`src/rtl/shifter_pkg.sv`:
```
`default_nettype none
// ============================================================================
//  Module   : shifter_pkg
//  Purpose  : Shared constants and the FSM state type for the sequential
//             shift-left-logical unit and its stage helper.
//  Ports    : none (package)
//  Revision : 1.0 - initial release
// ============================================================================
package shifter_pkg;

  localparam int N          = 32;  // datapath width
  localparam int SHAMT_BITS = 5;   // only shamt[4:0] is meaningful
  localparam int NUM_STAGES = 5;   // one stage per shift-amount bit
  localparam int STAGE_W    = 3;   // stage counter width, holds 0..4

  typedef enum logic [1:0] {
    ST_IDLE  = 2'd0,
    ST_SHIFT = 2'd1,
    ST_DONE  = 2'd2
  } state_e;

endpackage : shifter_pkg
`default_nettype wire

```
`src/rtl/shift_left_stage.sv`:
```
`default_nettype none
// ============================================================================
//  Module   : shift_left_stage
//  Purpose  : Combinational single stage of a logarithmic left shifter.
//             When enabled, shifts data left by 2^idx, zero-filling from the
//             LSB; otherwise passes data through unchanged.
//  Ports    : data_i  [N-1:0]       operand
//             en_i                  apply this stage
//             idx_i   [IDX_W-1:0]   stage index (0..4 -> shift 1,2,4,8,16)
//             data_o  [N-1:0]       stage result
//  Revision : 1.0 - initial release
// ============================================================================
module shift_left_stage #(
  parameter int N     = 32,
  parameter int IDX_W = 3
) (
  input  logic [N-1:0]     data_i,
  input  logic             en_i,
  input  logic [IDX_W-1:0] idx_i,
  output logic [N-1:0]     data_o
);

  always_comb begin
    data_o = data_i;
    if (en_i) begin
      case (idx_i)
        IDX_W'(0): data_o = data_i << 1;
        IDX_W'(1): data_o = data_i << 2;
        IDX_W'(2): data_o = data_i << 4;
        IDX_W'(3): data_o = data_i << 8;
        IDX_W'(4): data_o = data_i << 16;
        // Indices above 4 never occur; pass through rather than shift.
        default:   data_o = data_i;
      endcase
    end
  end

endmodule : shift_left_stage
`default_nettype wire

```
`src/rtl/shift_left_sequential.sv`:
```
`default_nettype none
// ============================================================================
//  Module   : shift_left_sequential
//  Purpose  : Multi-cycle shift-left-logical unit. A request is accepted in
//             IDLE, then five SHIFT cycles each conditionally apply a shift of
//             2^k (k = 0..4, gated by shamt[k]), and the result is presented
//             in DONE until the consumer takes it. Fixed latency of 5 cycles
//             from accept to out_valid, independent of the shift amount.
//  Ports    : clk        clock, rising edge
//             rst        synchronous active-high reset
//             in_valid   request present
//             in_ready   request can be accepted (IDLE only, low during rst)
//             in  [N-1:0]     operand
//             shamt [N-1:0]   shift amount, only [4:0] used (wraps mod 32)
//             out_valid  result present (DONE only)
//             out_ready  consumer accepts result
//             out [N-1:0]     shifted result, zero in IDLE/SHIFT
//             busy       state is not IDLE
//  Revision : 1.0 - initial release
// ============================================================================
module shift_left_sequential #(
  parameter int N = shifter_pkg::N
) (
  input  logic         clk,
  input  logic         rst,
  input  logic         in_valid,
  output logic         in_ready,
  input  logic [N-1:0] in,
  input  logic [N-1:0] shamt,
  output logic         out_valid,
  input  logic         out_ready,
  output logic [N-1:0] out,
  output logic         busy
);

  import shifter_pkg::*;

  state_e                  state_q, state_d;
  logic [STAGE_W-1:0]      cnt_q,   cnt_d;
  logic [N-1:0]            work_q,  work_d;
  logic [SHAMT_BITS-1:0]   shamt_q, shamt_d;
  logic [N-1:0]            stage_out;

  // Upper shift-amount bits are architecturally ignored (RV32 SLL semantics).
  logic unused_shamt_hi;
  assign unused_shamt_hi = ^shamt[N-1:SHAMT_BITS];

  // A single stage instance is time-multiplexed over the five SHIFT cycles;
  // the stage counter selects both the shift distance and the shamt bit.
  shift_left_stage #(
    .N     (N),
    .IDX_W (STAGE_W)
  ) u_stage (
    .data_i (work_q),
    .en_i   (shamt_q[cnt_q]),
    .idx_i  (cnt_q),
    .data_o (stage_out)
  );

  always_comb begin
    state_d = state_q;
    cnt_d   = cnt_q;
    work_d  = work_q;
    shamt_d = shamt_q;
    case (state_q)
      ST_IDLE: begin
        if (in_valid) begin
          work_d  = in;
          shamt_d = shamt[SHAMT_BITS-1:0];
          cnt_d   = '0;
          state_d = ST_SHIFT;
        end
      end
      ST_SHIFT: begin
        work_d = stage_out;
        if (cnt_q == STAGE_W'(NUM_STAGES - 1)) begin
          // Last stage: park the counter at 0 so it never exceeds 4.
          cnt_d   = '0;
          state_d = ST_DONE;
        end else begin
          cnt_d = cnt_q + STAGE_W'(1);
        end
      end
      ST_DONE: begin
        if (out_ready) begin
          state_d = ST_IDLE;
        end
      end
      default: begin
        state_d = ST_IDLE;
      end
    endcase
  end

  always_ff @(posedge clk) begin
    if (rst) begin
      state_q <= ST_IDLE;
      cnt_q   <= '0;
      work_q  <= '0;
      shamt_q <= '0;
    end else begin
      state_q <= state_d;
      cnt_q   <= cnt_d;
      work_q  <= work_d;
      shamt_q <= shamt_d;
    end
  end

  // in_ready is masked by rst so no handshake is advertised during reset.
  assign in_ready  = (state_q == ST_IDLE) && !rst;
  assign out_valid = (state_q == ST_DONE);
  assign out       = out_valid ? work_q : '0;
  assign busy      = (state_q != ST_IDLE);

endmodule : shift_left_sequential
`default_nettype wire

```
`config.mk`:
```
export PLATFORM = sky130hd
export DESIGN_NAME = shift_left_sequential
export DESIGN_NICKNAME = d
export VERILOG_FILES = /design/src/rtl/shifter_pkg.sv /design/src/rtl/shift_left_stage.sv /design/src/rtl/shift_left_sequential.sv
export SDC_FILE = /design/constraint.sdc
export NUM_CORES = 1
export LEC_CHECK = 0
export ABC_CLOCK_PERIOD_IN_PS = 2000
export CORE_MARGIN = 2
export CORE_UTILIZATION = 42
export CTS_CLUSTER_SIZE = 20
export DETAILED_ROUTE_END_ITERATION = 16
export GPL_TIMING_DRIVEN = 0
export PLACE_DENSITY = 0.89
export SLEW_MARGIN = 30
export SYNTH_ARGS = -nofsm -noshare
export SYNTH_HDL_FRONTEND = slang
export SYNTH_SLANG_ARGS = --single-unit
```
`constraint.sdc`:
```
create_clock -name clk -period 2 [get_ports clk]
set_input_delay 0.3 -clock clk [delete_from_list [all_inputs] [get_ports clk]]
set_output_delay 0.3 -clock clk [all_outputs]
set_load 0.02 [all_outputs]
```
# Word-level counts from Yosys, hierarchy flattened
# Cells that the tools add are included.
# word_totals
mem_bits_rw	0
out_inout_bits	35
register_bits	42
rom_bits	0
memories	0
input_bits	68
latch_bits	0
# classes
reduce_logical	10
n_addsub	1
muxes	14
div_mod_pow	0
mul	0
n_shift	0
order_cmp	1
n_bitwise	0
eq_ne	11
# ops
operator	count
one-hot mux 32 bit (5 select lines)	1
2-to-1 mux 32 bit	3
one-hot mux 32 bit (2 select lines)	1
equality test 3 x 2 -> 1 bit, second input constant	2
2-to-1 mux 2 bit	3
2-to-1 mux 3 bit	2
!= test 6 x 2 -> 1 bit, second input constant	1
one-hot mux 2 bit (3 select lines)	1
one-hot mux 3 bit (2 select lines)	1
< comparator 3 x 4 -> 1 bit, second input constant	1
!= test 2 x 1 -> 1 bit, second input constant	2
!= test 2 bit, second input constant	2
AND reduction 2 bit	2
AND reduction 4 bit	1
nonzero test 2 bit	2
adder 3 x 1 -> 3 bit, second input constant	1
binary-select mux 1 bit (select 3 bit)	1
equality test 3 x 1 -> 1 bit, second input constant	1
equality test 3 bit, second input constant	1
zero test 3 bit	1
AND reduction 3 bit	1
equality test 2 x 1 -> 1 bit, second input constant	1
equality test 2 bit, second input constant	1
zero test 2 bit	1
3 further kinds	3

# Logic depth before layout (Yosys ltp)
# Gate-level depths: netlist of run 1.
# logic_depth
ltp_word	4
depth_mapped	10

# Modules after synthesis
# From an unflattened synthesis of run 1, not the netlist that was laid out.
# hier_totals
cells_unflattened	469
area_unflattened_um2	3817.4
# by_module_without_submodules
module	area_per_inst_um2	cells_per_inst	instances	seq_area_each_um2
shift_left_sequential	2298.5	232	1	840.8
shift_left_stage	1519.0	237	1	0.0

# Worst setup path before layout of run 1
# OpenSTA, ideal clock, no wires.
# synth_timing
path_kind	reg2reg
startpoint	register cnt_q[0]
endpoint	register work_q[11]
arrival_ns	2.009
stages_incl_launch_ff	10
n_path_buf	3
path_slack_ns	-0.163
setup_ns	0.155
path_cell_list	dfxtp_1 -> inv_1 -> ha_1 -> clkbuf_1 -> or4_4 -> and2_4 -> buf_6 -> buf_2 -> o211ai_1 -> a311oi_2
# synth_between
elab_chain_cells	4
elab_cells_between_ends	13
cone_classes	6 x eq/ne; 5 x mux; 2 x reduce/logical
# synth_rtl
item	line	text
start, declared	shift_left_sequential.sv:39	logic [STAGE_W-1:0] cnt_q, cnt_d;
start signal, assigned	shift_left_sequential.sv:103	cnt_q <= cnt_d;
binary-select mux 1 bit (select 3 bit), or another cell as far along	shift_left_sequential.sv:55	.en_i (shamt_q[cnt_q]),
2-to-1 mux 1 bit (implied by the code) / one-hot mux 32 bit (5 select lines) (equally long branches)	shift_left_sequential.sv:55, shift_left_stage.sv:26	
!= test 2 x 1 -> 1 bit (no line) / 2-to-1 mux 32 bit (equally long branches)	--	
AND reduction 4 bit (no line) / one-hot mux 32 bit (2 select lines) (equally long branches)	--	
end signal, assigned	shift_left_sequential.sv:104	work_q <= work_d;
end, declared	shift_left_sequential.sv:40	logic [N-1:0] work_q, work_d;
# Several ways; a longest one is shown, not always the timed one. The select of a mux whose other input is x is not followed.
# A chain may end at the register's enable or synchronous reset.

# Worst setup path in the final report of run 1
# layout_timing
startpoint	register cnt_q[1]
endpoint	register work_q[20]
# The elaborated chain is that of the path after synthesis.

==> results by group, run 1 <==
Global route
  – Largest net degree at the start of global routing: 13
  – Initial antenna violation count: 0
  – Number of global-route vias before repair: between 3,000 and 4,000
  – Global route total overflow: 0
  – Total track usage: 28.41%
  – Global-route wire length before repair: ~19,000 um

Clock tree
  – Clock Sinks: 42
  – CTS clk-pin slew, worst paths: roughly 80 ps
  – Clk_lat worst skew: 300 ps
  – Clock Tree Root: clkbuf_8
  – Hold Buf Count CTS: 0
  – H-tree levels: 2
  – Clk buf depth: 2
  – CTS tree: yes
  – CTS Buf Count: 5

STA
  – Fin crit share: 103.4%
  – Max-slew violation count: 0
  – Clock skew: between 8 and 9 ps
  – Worst Tran Pin Value: just over 800 ps
  – Final setup fails: 6
  – Setup TNS Final: -119.0 ps
  – RSZ-0062 raised after global routing: true
  – Maximum achievable frequency: 483.5 MHz
  – WHS: 459.5 ps
  – Slew headroom: a little under half
  – Final hold violation count: 0
  – Minimum clock period: 2068 ps
  – Fin worst setup slack: -68.36 ps

Detailed routing
  – Residual DRC: 0
  – Wire length per cell: about 21 um
  – Final ANT Viol Nets: 0
  – Final Routed Wirelength: 11,970 um
  – Vias per Instance: roughly 6.5
  – Initial DRT Pass Iterations: 7
  – Vias post-DR: approximately 3,800
  – Initial DRC Count: around 700

Status
  – Violated checks: setup timing
  – Status: complete, but fails checks

Finish
  – ANT cells: 0
  – Fin util: 60.26%
  – Fillcell total: 656
  – Layout cell share with drive strength beyond 1: roughly 29%
  – Layout net count: ~560
  – Multi-input gate area: around 2200 um^2
  – Post-route cell area: approximately 4400 um^2
  – Synth-to-layout area growth: 39.22%
  – Seq. cell area: about 850 um^2
  – Post-Layout Cell Count: a little under 600

Setup path
  – Kind of critical path: flip-flop to flip-flop
  – Critical path fanouts, max: 6
  – Crit path max-delay family: simple AND/OR/NAND/NOR gates
  – Max incr delay on CP: between 400 and 500 ps
  – WP depth: 8
  – Arr. time, crit path: approximately 2300 ps
  – R2R cell count: 8
  – Required @ worst endpoint: 2200 ps
  – CP Capture Type: flip-flop
  – Setup crit start kind: flip-flop
  – CP bufs+invs: 2
  – Critical-path cell list: buf_4 -> ha_4 -> or4_4 -> and2_4 -> buf_8 -> o211ai_2 -> o211ai_2 -> a311oi_2
  – Critical path's slowest cell: or4_4
  – Top cell by count, worst path: o211ai_2

Logic synthesis
  – Mapped Cells: 382
  – Syn Area/Cell: slightly above 8 um^2
  – Synth warn: 0
  – Yosys cell types: 37
  – Synthesized area: about 3100 um^2
  – Fraction of registers with async set/reset: 0%
  – Sequential area share after synthesis: between 20% and 30%
  – Flops & latches, synth: 42
  – Primary FF master, synth: dfxtp_1
  – Net Count, Synth: 455
  – EDFF count, synth: 0

Power
  – Worst vdd ir: around 0.25 mV
  – Pwr Total: between 2 and 2.5 mW
  – Pwr dens: ~550 nW/um^2
  – Leak pwr: 1.627 nW

Placement
  – Dpl hpwl: 8347 um
  – Placed insts: 556
  – Number of port buffers: 75
  – Pre-CTS WS: -447.0 ps
  – Routability cong.: 0.9806
  – Post-Place Cell Area: just over 4000 um^2

Worst hold path
  – Hold depth: 2
  – Worst hold path class: flip-flop to flip-flop

Floorplanning
  – CORE AREA: just over 7000 um^2
  – Row Count: 31
  – I/O Pins: roughly 100
  – Die height: approximately 90 um
  – Initial Utilization: between 40% and 50%
  – Die area: approximately 8200 um^2
  – Die X-Extent: 90.46 um

Flow run
  – Max-cap violations: 0
cells in the mapped netlist (6+ instances only):
master	instances	share of area (%)
inv_1	6	0.72
a222oi_1	10	3.2
a221oi_1	7	2.0
o211ai_1	8	1.9
nand2_1	51	6.1
nor3_1	22	3.5
a311oi_2	18	8.6
buf_2	9	1.4
nand3_1	6	0.96
nor2_1	15	1.8
and2_1	33	6.6
clkbuf_1	30	3.6
a21oi_1	20	3.2
dfxtp_1	42	27
o211ai_2	20	8.0
a22oi_1	32	7.7
o32ai_1	6	1.7
tightest hold or removal path, cell delays in order, from the launching register on:
cell and delay [ps]:
dfxtp_1 320, nand2_1 50, a21oi_1 50
registers in the layout, summed over array words and instances (netlist names):
register,cells
cnt_q,3
state_q,2
shamt_q,5
work_q,32
final cells by class:
| cell class | instances | share of cell area [%] |
|---|---|---|
| buffer | 44 | 6.413 |
| clock inverter | 1 | 0.1145 |
| tap | 99 | 2.834 |
| multi-input combinational | 287 | 49.79 |
| inverter | 6 | 0.6298 |
| clock buffer | 7 | 1.975 |
| sequential | 42 | 19.44 |
| timing repair buffer | 97 | 18.81 |
routing by layer:
layer / global-route usage [%] / share of wire, % / vias to the layer above
li1: - / - / 1664
met1: 36.12 / 39 / 1776
met2: 48.31 / 47 / 275
met3: 4.341 / 9.7 / 50
met4: 11.15 / 3.5 / 0
met5: 0 / 0 / -
kinds of logic (layout without fill, tap and decap cells):
| family | count (synthesis) | in the layout | synth area share (%) |
|---|---|---|---|
| adders and majority gates | 5 | 5 | 1.993 |
| muxes | 2 | 2 | 0.6377 |
| buffers and inverters | 53 | 155 | 7.772 |
| AOI/OAI and AO/OA | 143 | 143 | 41.65 |
| and+or+nand+nor | 137 | 137 | 21.16 |
| DFF | 42 | 42 | 26.78 |
path summary, 6_finish.rpt:
kind	startpoint	end	slack [ps]
setup / recovery	cnt_q[1]$_SDFFE_PP0P_	work_q[20]$_SDFFE_PP0P_	-70
setup reg to reg	cnt_q[1]$_SDFFE_PP0P_	work_q[20]$_SDFFE_PP0P_	-70
hold / removal	shamt_q[0]$_SDFFE_PP0P_	shamt_q[0]$_SDFFE_PP0P_	460
hold reg to reg	shamt_q[0]$_SDFFE_PP0P_	shamt_q[0]$_SDFFE_PP0P_	460
power breakdown:
group / internal, mW / total [mW] / switching [mW] / leakage [nW]
registers: 0.913 / 1.06 / 0.142 / 0.348
logic: 0.341 / 0.763 / 0.423 / 1.23
clock network: 0.279 / 0.592 / 0.313 / 0.0482
layout by cell type, fill, tap and decap left out, types with 3 or more instances in the layout:
cell type / Yosys / routed
clkbuf_1: 30 / 13
clkdlybuf4s50_1: 0 / 41
o31ai_1: 5 / 4
nand2b_1: 3 / 3
a222oi_1: 10 / 10
a22o_1: 4 / 4
nand3_1: 6 / 6
and2_1: 33 / 33
dlygate4sd2_1: 0 / 15
inv_1: 6 / 3
nor3_1: 22 / 21
a311oi_2: 18 / 20
buf_6: 4 / 6
o22ai_1: 4 / 3
nand2_1: 51 / 47
ha_4: 0 / 3
nor2b_1: 4 / 3
o211ai_2: 20 / 20
clkbuf_8: 0 / 6
a221oi_1: 7 / 7
buf_2: 9 / 6
o211ai_1: 8 / 8
nand2_2: 0 / 4
a21oi_1: 20 / 19
dfxtp_1: 42 / 39
nor2_1: 15 / 14
o32ai_1: 6 / 4
clkbuf_2: 0 / 30
buf_4: 1 / 23
a22oi_1: 32 / 31
repair_timing:
| action | in CTS | in global routing |
|---|---|---|
| endpoints found under the setup margin | 65 | 50 |
| pin swaps | 7 | 12 |
| gates resized for setup | 79 | 64 |
| gates cloned | 2 | 1 |
| setup buffers | 14 | 5 |
Note: power is estimated with default switching activity, not from simulation.
==> inputs of run 2 (changes only) <==
--- a/config.mk
+++ b/config.mk
@@ -12,6 +12,7 @@
 export DETAILED_ROUTE_END_ITERATION = 16
 export GPL_TIMING_DRIVEN = 0
 export PLACE_DENSITY = 0.89
+export SKIP_LAST_GASP = 1
 export SLEW_MARGIN = 30
 export SYNTH_ARGS = -nofsm -noshare
 export SYNTH_HDL_FRONTEND = slang
==> results by group, run 2 (synthesis gave the netlist of run 1 again) <==
Status
  – Status: complete, but fails checks
  – Violated checks: setup timing

Clock tree
  – CTS tree: yes
  – CTS clk-pin slew, worst paths: 80 ps
  – H-tree levels: 2
  – Hold Buf Count CTS: 0
  – Clock Sinks: 42
  – Clk buf depth: 2
  – Clock Tree Root: clkbuf_8
  – CTS Buf Count: 5
  – Clk_lat worst skew: 310 ps

Power
  – Pwr Total: around 2.4 mW
  – Leak pwr: approximately 1.6 nW
  – Net switching power: roughly 0.87 mW
  – Worst vdd ir: 0.2497 mV
  – Sw Share: a little over a third
  – Pint: ~1.5 mW
  – Pwr dens: 551.2 nW/um^2
  – Clock share of power: between 20% and 30%
  – Logic pwr share: between 30% and 40%
  – Sequential share of power: between 40% and 50%

Global route
  – Number of global-route vias before repair: roughly 3,600
  – Total track usage: 28.43%
  – Initial antenna violation count: 0
  – Global route total overflow: 0
  – Global-route wire length before repair: between 15,000 and 20,000 um
  – Largest net degree at the start of global routing: 13

Finish
  – Largest regs: work_q x32, shamt_q x5, cnt_q x3
  – Post-Layout Cell Count: between 500 and 600
  – Layout net count: roughly 560
  – Most common cell after layout, fill and taps aside: nand2_1
  – Max FFs per register: 32
  – Layout cell share with drive strength beyond 1: 29.13%
  – Biggest register: work_q
  – Commonest non-fill, non-tap cells in the layout: 47 x nand2_1, 41 x clkdlybuf4s50_1, 39 x dfxtp_1
  – Fillcell total: ~660
  – Synth-to-layout area growth: 39.02%
  – ANT cells: 0

Setup path
  – Arr. time, crit path: roughly 2300 ps
  – Max incr delay on CP: between 400 and 500 ps
  – Worst reg2reg setup slack: -70 ps
  – Critical path's slowest cell: or4_4
  – Worst R2R Start: cnt_q[1]$_SDFFE_PP0P_
  – Required @ worst endpoint: around 2200 ps
  – Top cell by count, worst path: o211ai_2
  – Kind of critical path: flip-flop to flip-flop
  – Setup crit start kind: flip-flop
  – Critical path fanouts, max: 6
  – Critical-path cell list: buf_4 -> ha_4 -> or4_4 -> and2_4 -> buf_8 -> o211ai_2 -> o211ai_2 -> a311oi_2
  – CP Capture Type: flip-flop
  – Reg2reg end: work_q[20]$_SDFFE_PP0P_
  – R2R cell count: 8

STA
  – Minimum clock period: about 2100 ps
  – Final hold violation count: 0
  – Clock skew: about 10 ps
  – Maximum achievable frequency: 483.2 MHz
  – RSZ-0062 raised after global routing: true
  – Max-slew violation count: 0
  – Final setup fails: 9
  – Fin worst setup slack: -69.72 ps
  – Fin crit share: 103.5%
  – Worst Tran Pin Value: a little over 800 ps
  – Slew headroom: a little under half

Placement
  – Number of port buffers: 75
  – Routability cong.: 0.9806
  – Placed insts: approximately 560
  – Dpl hpwl: 8347 um

Detailed routing
  – Initial DRT Pass Iterations: 9
  – Vias post-DR: around 3,800
  – Residual DRC: 0
  – Wire length per cell: between 20 and 25 um
  – Initial DRC Count: 647
  – Final Routed Wirelength: approximately 12,000 um
  – Final ANT Viol Nets: 0
  – Vias per Instance: ~6.4

Flow run
  – Max-cap violations: 0

Floorplanning
  – I/O Pins: just over 100
  – Row Count: 31
  – Die height: around 90 um
  – Die X-Extent: 90.46 um
  – CORE AREA: around 7300 um^2
  – Die area: between 8000 and 9000 um^2
  – Initial Utilization: 43.28%

Worst hold path
  – Worst hold path class: flip-flop to flip-flop
  – Hold_sp: shamt_q[2]$_SDFFE_PP0P_
  – Hold depth: 2
  – Hold endpoint: shamt_q[2]$_SDFFE_PP0P_
==> run 2: changes by cell type in the layout (fill, tap and decap cells not counted) <==
cell / previous run / this run
a311oi_1: 0 / 1
a311oi_2: 20 / 19
==> run 2: per-layer routing <==
layer	global-route usage, %	part of all wire (%)
met1	36.17	39
met2	48.31	48
met3	4.341	9.5
met4	11.15	3.7
met5	0	0
==> run 2: how the worst max path moves through the flow <==
stage	endpoint	from	cells past startpoint	slack [ps]
floorplan	work_q[24]$_SDFFE_PP0P_	cnt_q[1]$_SDFFE_PP0P_	10	-30
global placement	out[6]	state_q[1]$_SDFFE_PP0P_	4	-390
detailed placement	work_q[31]$_SDFFE_PP0P_	cnt_q[2]$_SDFFE_PP0P_	10	-450
CTS	work_q[20]$_SDFFE_PP0P_	cnt_q[1]$_SDFFE_PP0P_	8	-50
global route	work_q[20]$_SDFFE_PP0P_	cnt_q[1]$_SDFFE_PP0P_	8	-130
finish	work_q[20]$_SDFFE_PP0P_	cnt_q[1]$_SDFFE_PP0P_	8	-70
==> run 2: per-stage QoR <==
stage | setup TNS, ps | worst slack [ps] | instance area (um^2) | hold WS [ps] | util [%]
after global routing | -1566 | -130.7 | 4364 | 480.6 | 60.17
after detailed placement | -21120 | -447.0 | 4050 | 450.0 | 55.84
after global placement | -17750 | -386.1 | 4050 | 443.5 | 55.84
final | -171.6 | -69.72 | 4364 | 459.6 | 60.17
after floorplan | -376.7 | -28.81 | 3176 | 367.9 | -
after CTS | -121.2 | -49.87 | 4325 | 461.7 | 59.63
==> run 2: power groups by stage <==
stage	registers, mW	clock network, mW	logic, mW
2_1_floorplan	1.01	0	0.464
3_3_place_gp	1.06	0	0.652
3_5_place_dp	1.06	0	0.672
4_1_cts	1.04	0.590	0.723
5_1_grt	1.06	0.623	0.814
6_report	1.05	0.592	0.760
==> run 2: repair_timing <==
item | 4_1_cts | 5_1_grt
setup endpoints to repair | 65 | 50
gates resized for setup | 78 | 64
buffers inserted | 14 | 5
gates cloned | 2 | 1
pin swaps | 7 | 12
==> run 2: cell type report <==
cell class	instances	area, um^2	share of cell area, %
Tap cell	99	123.9	2.838
Clock buffer	7	86.33	1.978
Clock inverter	1	5.005	0.1147
Multi-Input combinational cell	287	2170	49.71
Sequential cell	42	849.6	19.47
Timing Repair Buffer	97	822.0	18.84
Inverter	6	27.53	0.6307
Buffer	44	280.3	6.422
==> run 2: worst max-delay path: cells and delay by family, from the launching register on <==
kind                       cells  cell delay [ps]
DFF                            1              370
and+or+nand+nor                2              650
adders and majority gates      1              170
AOI/OAI and AO/OA              3              490
buffers and inverters          2              290
==> inputs of run 3 (changes only) <==
--- a/config.mk
+++ b/config.mk
@@ -12,6 +12,7 @@
 export DETAILED_ROUTE_END_ITERATION = 16
 export GPL_TIMING_DRIVEN = 0
 export PLACE_DENSITY = 0.89
+export RECOVER_POWER = 100
 export SKIP_LAST_GASP = 1
 export SLEW_MARGIN = 30
 export SYNTH_ARGS = -nofsm -noshare
==> results by group, run 3 (synthesis gave the netlist of run 1 again) <==
Power
  – Worst vdd ir: 0.2498 mV
  – Pwr Total: 2.406 mW
  – Pwr dens: 554.1 nW/um^2
  – Leak pwr: roughly 1.6 nW

Global route
  – Global route total overflow: 0
  – Total track usage: 28.43%
  – Routing usage on met2: about half
  – GR Layer Usage met1: a little over a third
  – Initial antenna violation count: 0
  – Met3 layer usage reported by global route: under 10%
  – Most used routing layer: met2
  – Largest net degree at the start of global routing: 13
  – Number of global-route vias before repair: between 3,000 and 4,000
  – Global-route wire length before repair: between 15,000 and 20,000 um

Finish
  – Fin util: approximately 60%
  – Layout net count: roughly 560
  – Biggest register: work_q
  – Commonest non-fill, non-tap cells in the layout: 47 x nand2_1, 40 x clkdlybuf4s50_1, 39 x dfxtp_1
  – Largest regs: work_q x32, shamt_q x5, cnt_q x3
  – ANT cells: 0
  – Max FFs per register: 32
  – Layout cell share with drive strength beyond 1: 27.27%
  – Post-Layout Cell Count: 583
  – Synth-to-layout area growth: 38.34%
  – Most common cell after layout, fill and taps aside: nand2_1

STA
  – Minimum clock period: between 2000 and 2500 ps
  – Max-slew violation count: 0
  – Clock skew: 9.986 ps
  – Fin crit share: 103.3%
  – Slew headroom: 47.03%
  – Final setup fails: 10
  – Maximum achievable frequency: 483.9 MHz
  – Worst Tran Pin Value: between 700 and 800 ps
  – Final hold violation count: 0
  – Fin worst setup slack: -66.40 ps
  – RSZ-0062 raised after global routing: true

Placement
  – Routability cong.: about 0.98
  – Number of port buffers: 75
  – Dpl hpwl: between 8000 and 9000 um
  – Placed insts: roughly 560

Status
  – Status: complete, but fails checks
  – Violated checks: setup timing

Detailed routing
  – Initial DRT Pass Iterations: 7
  – Wire length per cell: 20.50 um
  – Final Routed Wirelength: 11,950 um
  – Initial DRC Count: 693
  – Final ANT Viol Nets: 0
  – Vias post-DR: approximately 3,700
  – Residual DRC: 0
  – Vias per Instance: about 6.4

Floorplanning
  – Die X-Extent: 90.46 um
  – Row Count: 31
  – Initial Utilization: a little over two fifths
  – Die area: between 8000 and 9000 um^2
  – CORE AREA: around 7300 um^2
  – I/O Pins: around 100
  – Die height: roughly 90 um

Clock tree
  – Clk_lat worst skew: roughly 300 ps
  – CTS Buf Count: 5
  – Clock Sinks: 42
  – CTS clk-pin slew, worst paths: 90 ps
  – Clk buf depth: 2
  – H-tree levels: 2
  – CTS tree: yes
  – Clock Tree Root: clkbuf_8

Setup path
  – Kind of critical path: flip-flop to flip-flop
  – Required @ worst endpoint: 2200 ps
  – Arr. time, crit path: approximately 2300 ps
  – CP Capture Type: flip-flop
  – Setup crit start kind: flip-flop
  – R2R cell count: 8
  – Critical path fanouts, max: 6

Flow run
  – Max-cap violations: 0

Worst hold path
  – Worst hold path class: flip-flop to flip-flop
  – Hold depth: 2
==> run 3: path summary, 6_finish.rpt <==
kind,from,endpoint,slack [ps]
max,cnt_q[1]$_SDFFE_PP0P_,work_q[20]$_SDFFE_PP0P_,-70
min,shamt_q[2]$_SDFFE_PP0P_,shamt_q[2]$_SDFFE_PP0P_,460
max reg2reg,cnt_q[1]$_SDFFE_PP0P_,work_q[20]$_SDFFE_PP0P_,-70
min reg2reg,shamt_q[2]$_SDFFE_PP0P_,shamt_q[2]$_SDFFE_PP0P_,460
==> run 3: worst max-delay path: stages, from the launching register on <==
cell	delay, ps
dfxtp_4	370
buf_4	150
ha_4	170
or4_4	430
and2_4	220
buf_8	140
o211ai_2	60
o211ai_2	140
a311oi_2	290
==> run 3: area by class of cell <==
cell class	count	area (um^2)
clock buffers	7	86.33
well taps	99	123.9
fillers	665	2910
multi-input cells	287	2170
repair buffers	97	805.8
inverters	6	27.53
clock inverters	1	5.005
flip-flops and latches	42	849.6
plain buffers	44	275.3
==> run 3: report_power, final <==
part           leakage, nW  internal (mW)  switching, mW
clock               0.0482          0.279          0.314
combinational         1.19          0.338          0.420
sequential           0.348          0.913          0.142
total                 1.59           1.53          0.876
==> run 3: through the flow <==
stage | setup slack (ps) | area [um^2] | setup TNS, ps | hold slack [ps]
6_report | -66.40 | 4343 | -187.8 | 458.8
5_1_grt | -130.7 | 4343 | -2046 | 480.6
4_1_cts | -49.87 | 4325 | -121.2 | 461.7
3_5_place_dp | -447.0 | 4050 | -21120 | 450.0
3_3_place_gp | -386.1 | 4050 | -17750 | 443.5
2_1_floorplan | -28.81 | 3176 | -376.7 | 367.9
==> run 3: timing repair <==
item                                   in CTS  in global routing
setup endpoints to repair                  65                 50
setup buffers                              14                  5
resized for setup                          78                 64
pin swaps                                   7                 12
hold buffers                                0                  0
endpoints found under the hold margin       0                  0
gates cloned                                2                  1
==> run 3: layer usage <==
layer	vias to the layer above	share of wire (%)
met5	-	0
met4	0	3.7
met3	49	9.5
met2	269	47
met1	1767	40
li1	1664	-
